<file path="src/rtl/pwm_pkg.sv">
// Shared definitions for the PWM bank: mode encoding and counter ceiling.
package pwm_pkg;

  typedef enum logic {
    MODE_EDGE   = 1'b0,
    MODE_CENTER = 1'b1
  } pwm_mode_e;

  // Highest count value; keeping it one below all-ones lets duty = all-ones stay high forever.
  function automatic int unsigned pwm_top(input int unsigned width);
    return (32'd1 << width) - 32'd2;
  endfunction

endpackage

</file>
<file path="src/rtl/pwm_timebase.sv">
// Shared PWM counter: edge (sawtooth) or center (triangle) sweep, with mode
// latched only at the period boundary so a period never changes shape mid-way.
module pwm_timebase
  import pwm_pkg::*;
#(
  parameter int WIDTH = 8
) (
  input  logic             clk,
  input  logic             reset,
  input  logic             enable,
  input  logic             center,
  output logic [WIDTH-1:0] count,
  output logic             boundary,
  output logic             period_start
);

  localparam int unsigned    TOP_I = pwm_top(WIDTH);
  localparam logic [WIDTH-1:0] TOP = TOP_I[WIDTH-1:0];
  localparam logic [WIDTH-1:0] ONE = WIDTH'(1);

  pwm_mode_e        mode;
  logic             dir_up;
  logic             dir_nxt;
  logic             wrap;
  logic [WIDTH-1:0] count_nxt;

  always_comb begin
    wrap      = 1'b0;
    count_nxt = count + 1'b1;
    dir_nxt   = dir_up;
    if (mode == MODE_EDGE) begin
      wrap = (count == TOP);
    end else if (dir_up) begin
      if (count == TOP) begin
        count_nxt = count - 1'b1;
        dir_nxt   = 1'b0;
      end
    end else begin
      count_nxt = count - 1'b1;
      wrap      = (count == ONE);
    end
    // Every wrap restarts upward, which also covers a mode switch.
    if (wrap) begin
      count_nxt = '0;
      dir_nxt   = 1'b1;
    end
  end

  assign boundary     = enable & wrap;
  assign period_start = enable & (count == '0);

  always_ff @(posedge clk or posedge reset) begin
    if (reset) begin
      count  <= '0;
      dir_up <= 1'b1;
      mode   <= MODE_EDGE;
    end else if (enable) begin
      count  <= count_nxt;
      dir_up <= dir_nxt;
      if (wrap) mode <= pwm_mode_e'(center);
    end
  end

endmodule

</file>
<file path="src/rtl/pwm_bank.sv">
// Bank of PWM channels sharing one timebase; duty writes land in a shadow
// register and are applied to all channels together at the period boundary.
module pwm_bank
  import pwm_pkg::*;
#(
  parameter int WIDTH    = 8,
  parameter int CHANNELS = 4
) (
  input  logic                                              clk,
  input  logic                                              reset,
  input  logic                                              enable,
  input  logic                                              center,
  input  logic                                              wr_en,
  input  logic [((CHANNELS > 1) ? $clog2(CHANNELS) : 1)-1:0] wr_chan,
  input  logic [WIDTH-1:0]                                  wr_data,
  output logic [CHANNELS-1:0]                               pwm_out,
  output logic [CHANNELS-1:0]                               pending,
  output logic                                              period_start
);

  localparam int CW = $bits(wr_chan);

  logic [WIDTH-1:0] count;
  logic             boundary;

  pwm_timebase #(.WIDTH(WIDTH)) u_tb (
    .clk          (clk),
    .reset        (reset),
    .enable       (enable),
    .center       (center),
    .count        (count),
    .boundary     (boundary),
    .period_start (period_start)
  );

  for (genvar i = 0; i < CHANNELS; i++) begin : g_ch
    logic [WIDTH-1:0] shadow;
    logic [WIDTH-1:0] active;
    logic             pend_q;
    logic             out_q;
    logic             hit;

    // Out-of-range channel numbers match no index and are dropped here.
    assign hit = wr_en & (wr_chan == CW'(i));

    always_ff @(posedge clk or posedge reset) begin
      if (reset) begin
        shadow <= '0;
        active <= '0;
        pend_q <= 1'b0;
        out_q  <= 1'b0;
      end else begin
        if (hit) shadow <= wr_data;
        // A write coinciding with a boundary keeps pending: it misses this apply.
        if (hit)           pend_q <= 1'b1;
        else if (boundary) pend_q <= 1'b0;
        if (boundary) active <= shadow;
        if (enable)   out_q  <= (count < active);
      end
    end

    assign pwm_out[i] = out_q;
    assign pending[i] = pend_q;
  end

endmodule

</file>
<file path="config.mk">
export PLATFORM = sky130hd
export DESIGN_NAME = pwm_bank
export DESIGN_NICKNAME = d
export VERILOG_FILES = /design/src/rtl/pwm_pkg.sv /design/src/rtl/pwm_timebase.sv /design/src/rtl/pwm_bank.sv
export SDC_FILE = /design/constraint.sdc
export NUM_CORES = 1
export LEC_CHECK = 0
export ABC_CLOCK_PERIOD_IN_PS = 3400
export CAP_MARGIN = 20
export CORE_UTILIZATION = 42
export CTS_CLUSTER_SIZE = 40
export DETAILED_ROUTE_END_ITERATION = 6
export SYNTH_ARGS = -nofsm -noshare
export SYNTH_HDL_FRONTEND = slang
export SYNTH_SLANG_ARGS = --single-unit
</file>
<file path="constraint.sdc">
create_clock -name clk -period 3.4 [get_ports clk]
set_input_delay 0.51 -clock clk [delete_from_list [all_inputs] [get_ports clk]]
set_output_delay 0.51 -clock clk [all_outputs]
set_load 0.01 [all_outputs]
</file>
# Word-level counts from Yosys, hierarchy flattened
# Cells that the tools add are included.
# word_totals
reg_bits	82
latchBits	0
ramBits	0
mem_bits_ro	0
inputBits	15
output_inout_bits	9
word_cells	60
n_memories	0
# op_classes
addsub	2
mul	0
div	0
magnitude_cmp	4
eq_ne	5
n_shift	0
mux	15
bitwise_logic	6
reduce_logical	9
# ops
cell	count
8-bit < comparator	4
8-bit two-way mux	4
1-bit two-way mux	11
2-bit nonzero test	5
8-bit by 1-bit adder with 8-bit output (second input constant)	1
8-bit by 1-bit == test with 1-bit output (second input constant)	1
8-bit == test (second input constant)	1
8-bit zero test	1
8-bit by 1-bit subtractor with 8-bit output (second input constant)	1
1-bit bitwise AND	6
2-bit == test (second input constant)	2
2-bit AND reduction	2
2-bit by 1-bit == test with 1-bit output (second input constant)	1
2-bit zero test	1

# Longest topological paths before layout
# Gate-level depths: netlist of the first run.
# logic_depth
word_depth	6
mapped_depth	9
mapped_depth_nobuf	7

# By module
# From an unflattened synthesis of the first run, not the netlist that was laid out.
# hier_totals
hier_cells	395
area_unflattened_um2	4225.3
# modules_own_cells
module	n_inst	cells_per_inst	area_each_um2	seq_area_each_um2
pwm_bank	1	300	3394.5	1801.7
pwm_timebase	1	95	830.8	251.5

# Worst setup path after synthesis of the first run
# Ideal clock, no wire load.
# synth_timing
path_kind	register -> register
startpoint	register u_tb.count[2]
endpoint	register g_ch[1].active[0]
setup_time_ns	0.125
arrival_time_ns	2.000
required_ns	3.275
path_slack_ns	1.275
stages_incl_launch_ff	8
n_path_buf	3
period_less_slack_ns	2.125
cell_sequence	dfrtp_1 -> buf_2 -> or4_4 -> nor4_4 -> o21ai_2 -> buf_6 -> buf_8 -> mux2_4
# synth_via
elab_chain_cells	4
word_cells_on_any_way	5
cone_classes	eq/ne (2); mux (2); bitwise (1)
# synth_rtl
item	line_no	text
from (decl)	pwm_timebase.sv:12	output logic [WIDTH-1:0] count,
from (signal assigned)	pwm_timebase.sv:58	count <= count_nxt;
8-bit by 1-bit == test with 1-bit output	pwm_timebase.sv:40	wrap = (count == ONE);
1-bit two-way mux	pwm_timebase.sv:33	end else if (dir_up) begin
1-bit two-way mux *	pwm_timebase.sv:31	if (mode == MODE_EDGE) begin
1-bit bitwise AND *	pwm_timebase.sv:49	assign boundary = enable & wrap;
to (signal assigned)	pwm_bank.sv:57	if (boundary) active <= shadow;
to (decl)	pwm_bank.sv:38	logic [WIDTH-1:0] active;
# Mark *: on every way between the ends. The rest lies on a longest branch, timed or not.
# A chain may end at the register's enable or synchronous reset.

# Worst setup path in the final report of the first run
# layout_timing
startpoint	register u_tb.count[4]
endpoint	output port period_start
# layout_via
elab_chain_cells	2
# layout_rtl
item	line_no	text
8-bit zero test	pwm_timebase.sv:50	assign period_start = enable & (count == '0);
1-bit bitwise AND	pwm_timebase.sv:50	
to (decl)	pwm_bank.sv:18	output logic period_start
# Every way passes these cells.

==> impl_metrics.ini, run 1 <==
[pwr]
ir_drop_uv = 295
powerDensity_nw_per_um2 = 551
p_leak_nw = 2.20

[floorplanning]
die_area_um2 = 10600
start_util_pct = 43.5
die-width_um = 103
dieHeight_um = 103
ioPinCount = 24
core_area_um2 = 9820
num_rows = 36

[clocking]
clock_sinks = 82
cts_resized = 0
cts-root-buf = clkbuf_8
cts_tree = built
cts_buffer_depth = 2
insertion_delay_ns = 0.36
cts_hold_buf = 0
cts.reportedPaths.clkPinSlew_ns = 0.09
htreeDepth = 3
cts_made_buffers = 9
cts_setup_buffers = 0

[detailed_routing]
drt-total-wl_um = 8100
drc = 0
vias_per_cell = 5.10
ant_nets = 0
via_count = 2595
drtIter0Drc = 73
wl_per_cell_um = 15.9
first_pass_iters = 4

[synth]
synth_area_per_cell_um2 = 12.2
ys.flop_type = dfrtp_1
synthArstFlopShare_pct = 100
syn-cell-area_um2 = 4270
synth_edf_count = 0
yosys_warnings = 0
ys_seq_area_share_pct = 48.1
synth_nets = 398
synth.distinct_cells = 47
ys_ff_latch = 82
syn_inst = 350

[grt]
antenna_found_initial = 0
grt-ovfl-total = 0
grt_busiest_layer = met2
gr-usage-met2_pct = 26.1
grt_max_degree = 37
gr-usage-met3_pct = 3.46
use_met1_pct = 24.3
grt_pass1_vias = 2646
grt_pass1_wl_um = 13500
grt_usage_pct = 17.2

[timing]
drv_slew = 0
finClkSkew_ns = 0.00700
final-hold-violation-count = 0
worstMarginPinSlew_ns = 0.945
slew_headroom_pct = 36.7
fin_setup_tns_ns = 0
min_period_over_period_pct = 83.6
fin_crit_ns = 2.84
fmax_ghz = 0.352
rsz0062_at_grt = false
setup_viol = 0

[finish]
syn2layout_area_growth_pct = 13.2
multi_input_area_um2 = 1960
fin_util_pct = 49.2
drive_gt1_share_pct = 25.5
fillers = 917
nNetsFinal = 419
final_common_cell = dfrtp_1
diodes = 0
mostFrequentLayoutCells = dfrtp_1, mux2_2, inv_1
stdcell_count = 509
regArea_um2 = 2050

[worst_hold_path]
min_path_type = register to register

[place]
finalWeightedCongestion = 0.783
place_inst = 493
hpwl_um = 5890
numPortBuffers = 23

[outcome]
status = finished, final reports clean

[critical_path]
cp-end-kind = output pin
crit_type = register to output pin
crit_arrival_ns = 2.33
worst_ep_required_time_ns = 2.89
crit_path_start_kind = register
worst-path-max-fanout = 12

[job]
maxCapViolations = 0
[synth_stat cells (2+ instances only)]
master     n  area [µm²]
nor2_1    10        37.5
clkbuf_1   5        18.8
ha_1      33         413
mux2i_1    4        40.0
nand4_1    2        12.5
nand2_1   12        45.0
nand2b_1   5        31.3
a21oi_1    5        25.0
o21ai_0   11        55.1
mux2_2    50         563
xnor2_1    2        17.5
inv_1     36         135
dfrtp_1   81        2030
o211ai_1   8        60.1
nor3_1     2        10.0
a21o_1    10        75.1
buf_2      2        10.0
and4_1     2        17.5
a211o_1    4        35.0
nand3b_1   3        22.5
and3_1     5        31.3
buf_4      8        60.1
buf_6      2        22.5
nor2b_1    2        12.5
nand3_1   10        50.1
mux2_4    15         225
[critical path, stage by stage (launching register included)]
cell and delay, ns:
dfrtp_1 0.52, or4_4 0.62, nor4_1 0.25, clkdlybuf4s50_1 0.58
[cell type report]
type | count | share of cell area, %
Multi-Input combinational cell | 214 | 40.6
Sequential cell | 82 | 42.5
Tap cell | 133 | 3.44
Inverter | 36 | 2.82
Clock buffer | 9 | 2.56
Clock inverter | 7 | 2.56
Timing Repair Buffer | 28 | 5.54
[worst paths after layout]
path,slack (ns),start,cells past startpoint,to
max in group asynchronous,2.09,reset,3,u_tb.dir_up$_DFFE_PP1P_
min reg2reg,0.49,u_tb.dir_up$_DFFE_PP1P_,2,u_tb.dir_up$_DFFE_PP1P_
min,0.49,u_tb.dir_up$_DFFE_PP1P_,2,u_tb.dir_up$_DFFE_PP1P_
min in group asynchronous,0.53,reset,2,g_ch[2].shadow[0]$_DFFE_PP0P_
max,0.56,u_tb.count[4]$_DFFE_PP0P_,3,period_start
max reg2reg,0.77,u_tb.count[0]$_DFFE_PP0P_,7,g_ch[1].active[7]$_DFFE_PP0P_
[layer usage]
metal	vias to the layer above	part of all wire, %
li1	1267	-
met1	1290	51
met2	29	45
met3	9	2.7
met4	0	1.5
met5	-	0
[flip-flops by register name, indices dropped and copies added (netlist names)]
| name | flops |
|---|---|
| g_ch.active | 32 |
| g_ch.shadow | 32 |
| u_tb.count | 8 |
| g_ch.out_q | 4 |
| g_ch.pend_q | 4 |
| u_tb.dir_up | 1 |
| u_tb.mode | 1 |
[cells by family (layout without fill, tap and decap cells)]
logic type               Yosys count  after routing  synth area share (%)
multiplexers                      69             69                  19.4
buffers and inverters             54             80                  6.13
flip-flops                        82             82                  48.1
AO/OA/AOI/OAI                     47             47                  7.62
XOR/XNOR                           3              3                 0.616
adder cells (fa/ha/maj)           33             33                  9.67
AND/OR/NAND/NOR                   62             62                  8.47
[metrics by stage]
stage,hold slack (ns),instance area [µm²],total power (W),setup WS [ns]
finish,0.487,4830,0.00266,0.557
global route,0.495,4830,0.00283,0.495
CTS,0.484,4830,0.00270,0.534
detailed placement,0.468,4590,0.00182,0.771
global placement,0.474,4590,0.00179,0.869
floorplan,0.448,4270,0.00164,0.783
[power breakdown]
| group | internal, W | switching [W] | total (W) | leakage [nW] |
|---|---|---|---|---|
| logic | 0.000283 | 0.000247 | 0.000530 | 1.05 |
| registers | 0.00110 | 0.000167 | 0.00126 | 1.03 |
| clock network | 0.000497 | 0.000373 | 0.000870 | 0.126 |
Power figures use the tool's default switching activity.
==> inputs of run 2 (changes only) <==
Settings changed: ABC_CLOCK_PERIOD_IN_PS 3400 to 2330.
Clock period 3.4 ns to 2.33 ns, I/O delays scaled along.
==> run 2 against run 1 <==
Net effect: sequential power up 37%; setup slack worse by 0.41 ns; utilization up 1.4 points; first-iteration DRC count up 33%; register-to-register slack worse by 0.44 ns; via count up 2.9%; count of clock-buffer cells in the layout unchanged; critical path depth unchanged; clock power up 24%; routed wire length down 2.1%; sequential share of layout area down 1.2 points; highest routed layer unchanged.
==> impl_metrics.ini, run 2 (synthesis results as in run 1) <==
[clocking]
htreeDepth = 3
cts_made_buffers = 9
cts_setup_buffers = 0
cts-root-buf = clkbuf_8
cts_tree = built
insertion_delay_ns = 0.35
cts.reportedPaths.clkPinSlew_ns = 0.09
cts_hold_buf = 0
cts_resized = 1
clock_sinks = 82
cts_buffer_depth = 2

[critical_path]
cp-end-kind = output pin
crit_path_start_kind = register
worst_r2r_startpoint = u_tb.count[0]$_DFFE_PP0P_
r2r-end = g_ch[2].active[2]$_DFFE_PP0P_
rrSetupSlack_ns = 0.33
worst-path-max-fanout = 3
crit_type = register to output pin
r2r_cells = 7
worst_ep_required_time_ns = 1.98
crit_arrival_ns = 1.83

[finish]
final_common_cell = dfrtp_1
reg_top3 = g_ch.active x32, g_ch.shadow x32, u_tb.count x8
finalInstanceArea_um2 = 4970
diodes = 0
nNetsFinal = 436
stdcell_count = 526
syn2layout_area_growth_pct = 16.5
mostFrequentLayoutCells = dfrtp_1, mux2_2, inv_1
drive_gt1_share_pct = 28.8

[timing]
rsz0062_at_grt = false
setup_viol = 0
worstMarginPinSlew_ns = 0.630
fin_setup_tns_ns = 0
min_period_over_period_pct = 93.8
slew_headroom_pct = 57.9
drv_slew = 0
fin_crit_ns = 2.18
hold_ws_ns = 0.414
finClkSkew_ns = 0.00989
fmax_ghz = 0.458
final-hold-violation-count = 0

[pwr]
p_seq_share_pct = 45.5
p_leak_nw = 2.28
p_comb_share_pct = 25.9
p_int_w = 0.00260
ir_drop_uv = 478
sw_frac_of_total_pct = 31.2
powerDensity_nw_per_um2 = 760
switchingPower_w = 0.00118
p_clk_share_pct = 28.6

[grt]
grt-ovfl-total = 0
antenna_found_initial = 0
grt_pass1_vias = 2643
grt_pass1_wl_um = 13400
grt_usage_pct = 17.2
grt_max_degree = 31

[place]
numPortBuffers = 23
finalWeightedCongestion = 0.766
dpl-instance-area_um2 = 4770
hpwl_um = 5750
place_inst = 510

[detailed_routing]
drtIter0Drc = 97
first_pass_iters = 4
vias_per_cell = 5.08
ant_nets = 0
drt-total-wl_um = 7930
via_count = 2671
drc = 0
wl_per_cell_um = 15.1

[floorplanning]
ioPinCount = 24
die-width_um = 103
die_area_um2 = 10600
start_util_pct = 43.5
core_area_um2 = 9820
num_rows = 36
dieHeight_um = 103

[job]
maxCapViolations = 0

[worst_hold_path]
min_path_type = input pin to async pin

[outcome]
status = finished, final reports clean
[run 2: worst max-delay path by stage]
| stage | from | slack, ns | cells past startpoint | to |
|---|---|---|---|---|
| finish | u_tb.count[4]$_DFFE_PP0P_ | 0.15 | 3 | period_start |
| global route | u_tb.count[4]$_DFFE_PP0P_ | 0.07 | 3 | period_start |
| CTS | u_tb.count[4]$_DFFE_PP0P_ | 0.12 | 3 | period_start |
| detailed placement | u_tb.count[4]$_DFFE_PP0P_ | 0.22 | 3 | period_start |
| global placement | u_tb.count[4]$_DFFE_PP0P_ | 0.21 | 3 | period_start |
| floorplan | u_tb.count[2]$_DFFE_PP0P_ | 0.21 | 7 | g_ch[1].active[0]$_DFFE_PP0P_ |
[run 2: power by group through the flow]
stage               logic (W)  registers [W]  clock network [W]
floorplan            0.000630        0.00176                  0
finish               0.000980        0.00172            0.00108
global placement     0.000945        0.00175                  0
detailed placement   0.000986        0.00175                  0
global route          0.00112        0.00175            0.00118
CTS                  0.000992        0.00172            0.00112
[run 2: worst max-delay path: stages (launching register included)]
cell	delay, ns
dfrtp_1	0.38
or4_4	0.56
nor4_1	0.24
dlygate4sd2_1	0.30
[run 2: final cells by class]
| cell class | count | area (µm²) |
|---|---|---|
| clock buffer | 9 | 124 |
| sequential | 82 | 2050 |
| clock inverter | 7 | 86.3 |
| fill | 900 | 4840 |
| tap | 133 | 166 |
| timing repair buffer | 45 | 444 |
| inverter | 36 | 139 |
| multi-input combinational | 214 | 1960 |
[run 2: per-stage QoR]
stage / setup slack [ns] / util [%] / total power (W)
6_report: 0.146 / 50.7 / 0.00378
5_1_grt: 0.0743 / 50.7 / 0.00405
4_1_cts: 0.123 / 50.7 / 0.00383
3_5_place_dp: 0.220 / 48.5 / 0.00274
3_3_place_gp: 0.205 / 48.5 / 0.00269
2_1_floorplan: 0.205 / - / 0.00239
[run 2: layer usage]
metal  up-vias  GRT usage (%)  wire length [µm]
li1       1307              -                 -
met1      1328           24.0              4050
met2        27           26.2              3630
met3         9           5.08               155
met4         0           4.23                92
met5         -              0                 0
==> inputs of run 3 (changes only) <==
Settings changed: CORE_UTILIZATION 42 to 35.
==> run 3 against run 2 <==
Net effect: utilization shrank 7.4 points; critical path depth is the same; via count shrank 1.5%; clock skew shrank 0.0034 ns; routed wire length grew 1.6%; first-iteration DRC count shrank 24%; count of clock-buffer cells in the layout grew 1; sequential share of layout area shrank 0.61 points; setup slack gained 0.017 ns; critical path type unchanged; largest cell class unchanged; largest power group unchanged.
==> impl_metrics.ini, run 3 (synthesis results as in run 1) <==
[critical_path]
cpLargestDelayFamily = simple AND/OR/NAND/NOR gates
crit_path_start_kind = register
crit_arrival_ns = 1.82
worst-path-max-fanout = 3
max_stage_delay_ns = 0.57
slowest_stage = or4_4
cp_num_buf_inv = 1
cp-end-kind = output pin
path_cells = or4_4, nor4_1, dlygate4sd2_1
crit_type = register to output pin
worst_ep_required_time_ns = 1.98

[finish]
syn2layout_area_growth_pct = 18.3
reg_top3 = g_ch.active x32, g_ch.shadow x32, u_tb.count x8
fin_util_pct = 43.3
mostFrequentLayoutCells = dfrtp_1, mux2_2, inv_1
drive_gt1_share_pct = 27.8
stdcell_count = 531
fillers = 1097
final_common_cell = dfrtp_1
diodes = 0
nNetsFinal = 431
finalInstanceArea_um2 = 5050

[timing]
fmax_ghz = 0.461
setup_viol = 0
fin_setup_tns_ns = 0
drv_slew = 0
final-hold-violation-count = 0
fin_ws_ns = 0.162
rsz0062_at_grt = false
slew_headroom_pct = 61.8
fin_crit_ns = 2.17
finClkSkew_ns = 0.00646
min_period_over_period_pct = 93.0
worstMarginPinSlew_ns = 0.571

[floorplanning]
dieHeight_um = 112
die_area_um2 = 12600
ioPinCount = 24
start_util_pct = 36.6
core_area_um2 = 11700
die-width_um = 112
num_rows = 39

[detailed_routing]
drtIter0Drc = 74
vias_per_cell = 4.95
via_count = 2630
drc = 0
drt-total-wl_um = 8060
first_pass_iters = 4
wl_per_cell_um = 15.2
ant_nets = 0

[job]
maxCapViolations = 0

[clocking]
cts-root-buf = clkbuf_16
htreeDepth = 3
cts_hold_buf = 0
cts_resized = 1
cts.reportedPaths.clkPinSlew_ns = 0.06
clock_sinks = 82
cts_buffer_depth = 2
cts_made_buffers = 9
cts_tree = built
insertion_delay_ns = 0.34
cts_setup_buffers = 0

[grt]
grt_usage_pct = 14.0
antenna_found_initial = 0
grt_max_degree = 83
grt-ovfl-total = 0
grt_pass1_wl_um = 13700
grt_pass1_vias = 2631

[pwr]
p_leak_nw = 2.31
powerDensity_nw_per_um2 = 847
sw_frac_of_total_pct = 28.4
p_int_w = 0.00306
switchingPower_w = 0.00122
p_comb_share_pct = 22.9
p_clk_share_pct = 36.8
ir_drop_uv = 470
p_seq_share_pct = 40.3

[place]
dpl-instance-area_um2 = 4720
hpwl_um = 5520
place_inst = 515
finalWeightedCongestion = 0.772
numPortBuffers = 23
pre_cts_ws_ns = 0.217

[worst_hold_path]
min_path_type = input pin to async pin

[outcome]
status = finished, final reports clean
## run 3: changes by cell type in the layout (fill, tap and decap cells not counted), moves of 2 or more
cell and change:
clkinv_4 -2, clkbuf_8 -8, clkbuf_16 +9, buf_12 -2, buf_4 -3
## run 3: worst reg2reg max path, stage by stage (launching register included)
cell	delay, ns
dfrtp_1	0.38
inv_1	0.13
ha_1	0.21
nand3_1	0.10
nor3_1	0.42
nor2_1	0.28
and4b_1	0.25
a21o_1	0.15
## run 3: final cells by class
cell class | count | area, µm² | share of cell area (%)
sequential | 82 | 2050 | 40.7
multi-input combinational | 214 | 1960 | 38.9
timing repair buffer | 40 | 382 | 7.56
clock buffer | 10 | 239 | 4.73
tap | 143 | 179 | 3.54
inverter | 36 | 139 | 2.75
clock inverter | 6 | 96.3 | 1.91
## run 3: stage by stage
stage | power (W) | hold slack, ns
after floorplan | 0.00239 | 0.448
after global placement | 0.00269 | 0.462
after detailed placement | 0.00274 | 0.461
after CTS | 0.00433 | 0.482
after global routing | 0.00453 | 0.504
final | 0.00428 | 0.467
## run 3: final timing paths
check,depth (start not counted),end,slack (ns),from
min in group clk,2,g_ch[1].pend_q$_DFFE_PP0P_,0.48,g_ch[1].pend_q$_DFFE_PP0P_
max reg2reg,7,u_tb.count[4]$_DFFE_PP0P_,0.30,u_tb.count[0]$_DFFE_PP0P_
max,3,period_start,0.16,u_tb.count[4]$_DFFE_PP0P_
max in group asynchronous,3,u_tb.dir_up$_DFFE_PP1P_,1.51,reset
min reg2reg,2,g_ch[1].pend_q$_DFFE_PP0P_,0.48,g_ch[1].pend_q$_DFFE_PP0P_
min,3,g_ch[2].pend_q$_DFFE_PP0P_,0.47,reset
## run 3: routing by layer
| layer | up-vias | share of wire, % | global-route usage (%) |
|---|---|---|---|
| met5 | - | 0 | 0 |
| met4 | 0 | 1.4 | 4.44 |
| li1 | 1291 | - | - |
| met2 | 31 | 44 | 20.7 |
| met1 | 1298 | 52 | 20.2 |
| met3 | 10 | 2.5 | 3.46 |
## run 3: power by group through the flow
stage	registers [W]	clock network, W	logic, W
2_1_floorplan	0.00176	0	0.000630
5_1_grt	0.00175	0.00167	0.00111
4_1_cts	0.00172	0.00161	0.000996
3_3_place_gp	0.00174	0	0.000949
3_5_place_dp	0.00175	0	0.000985
6_report	0.00172	0.00158	0.000980
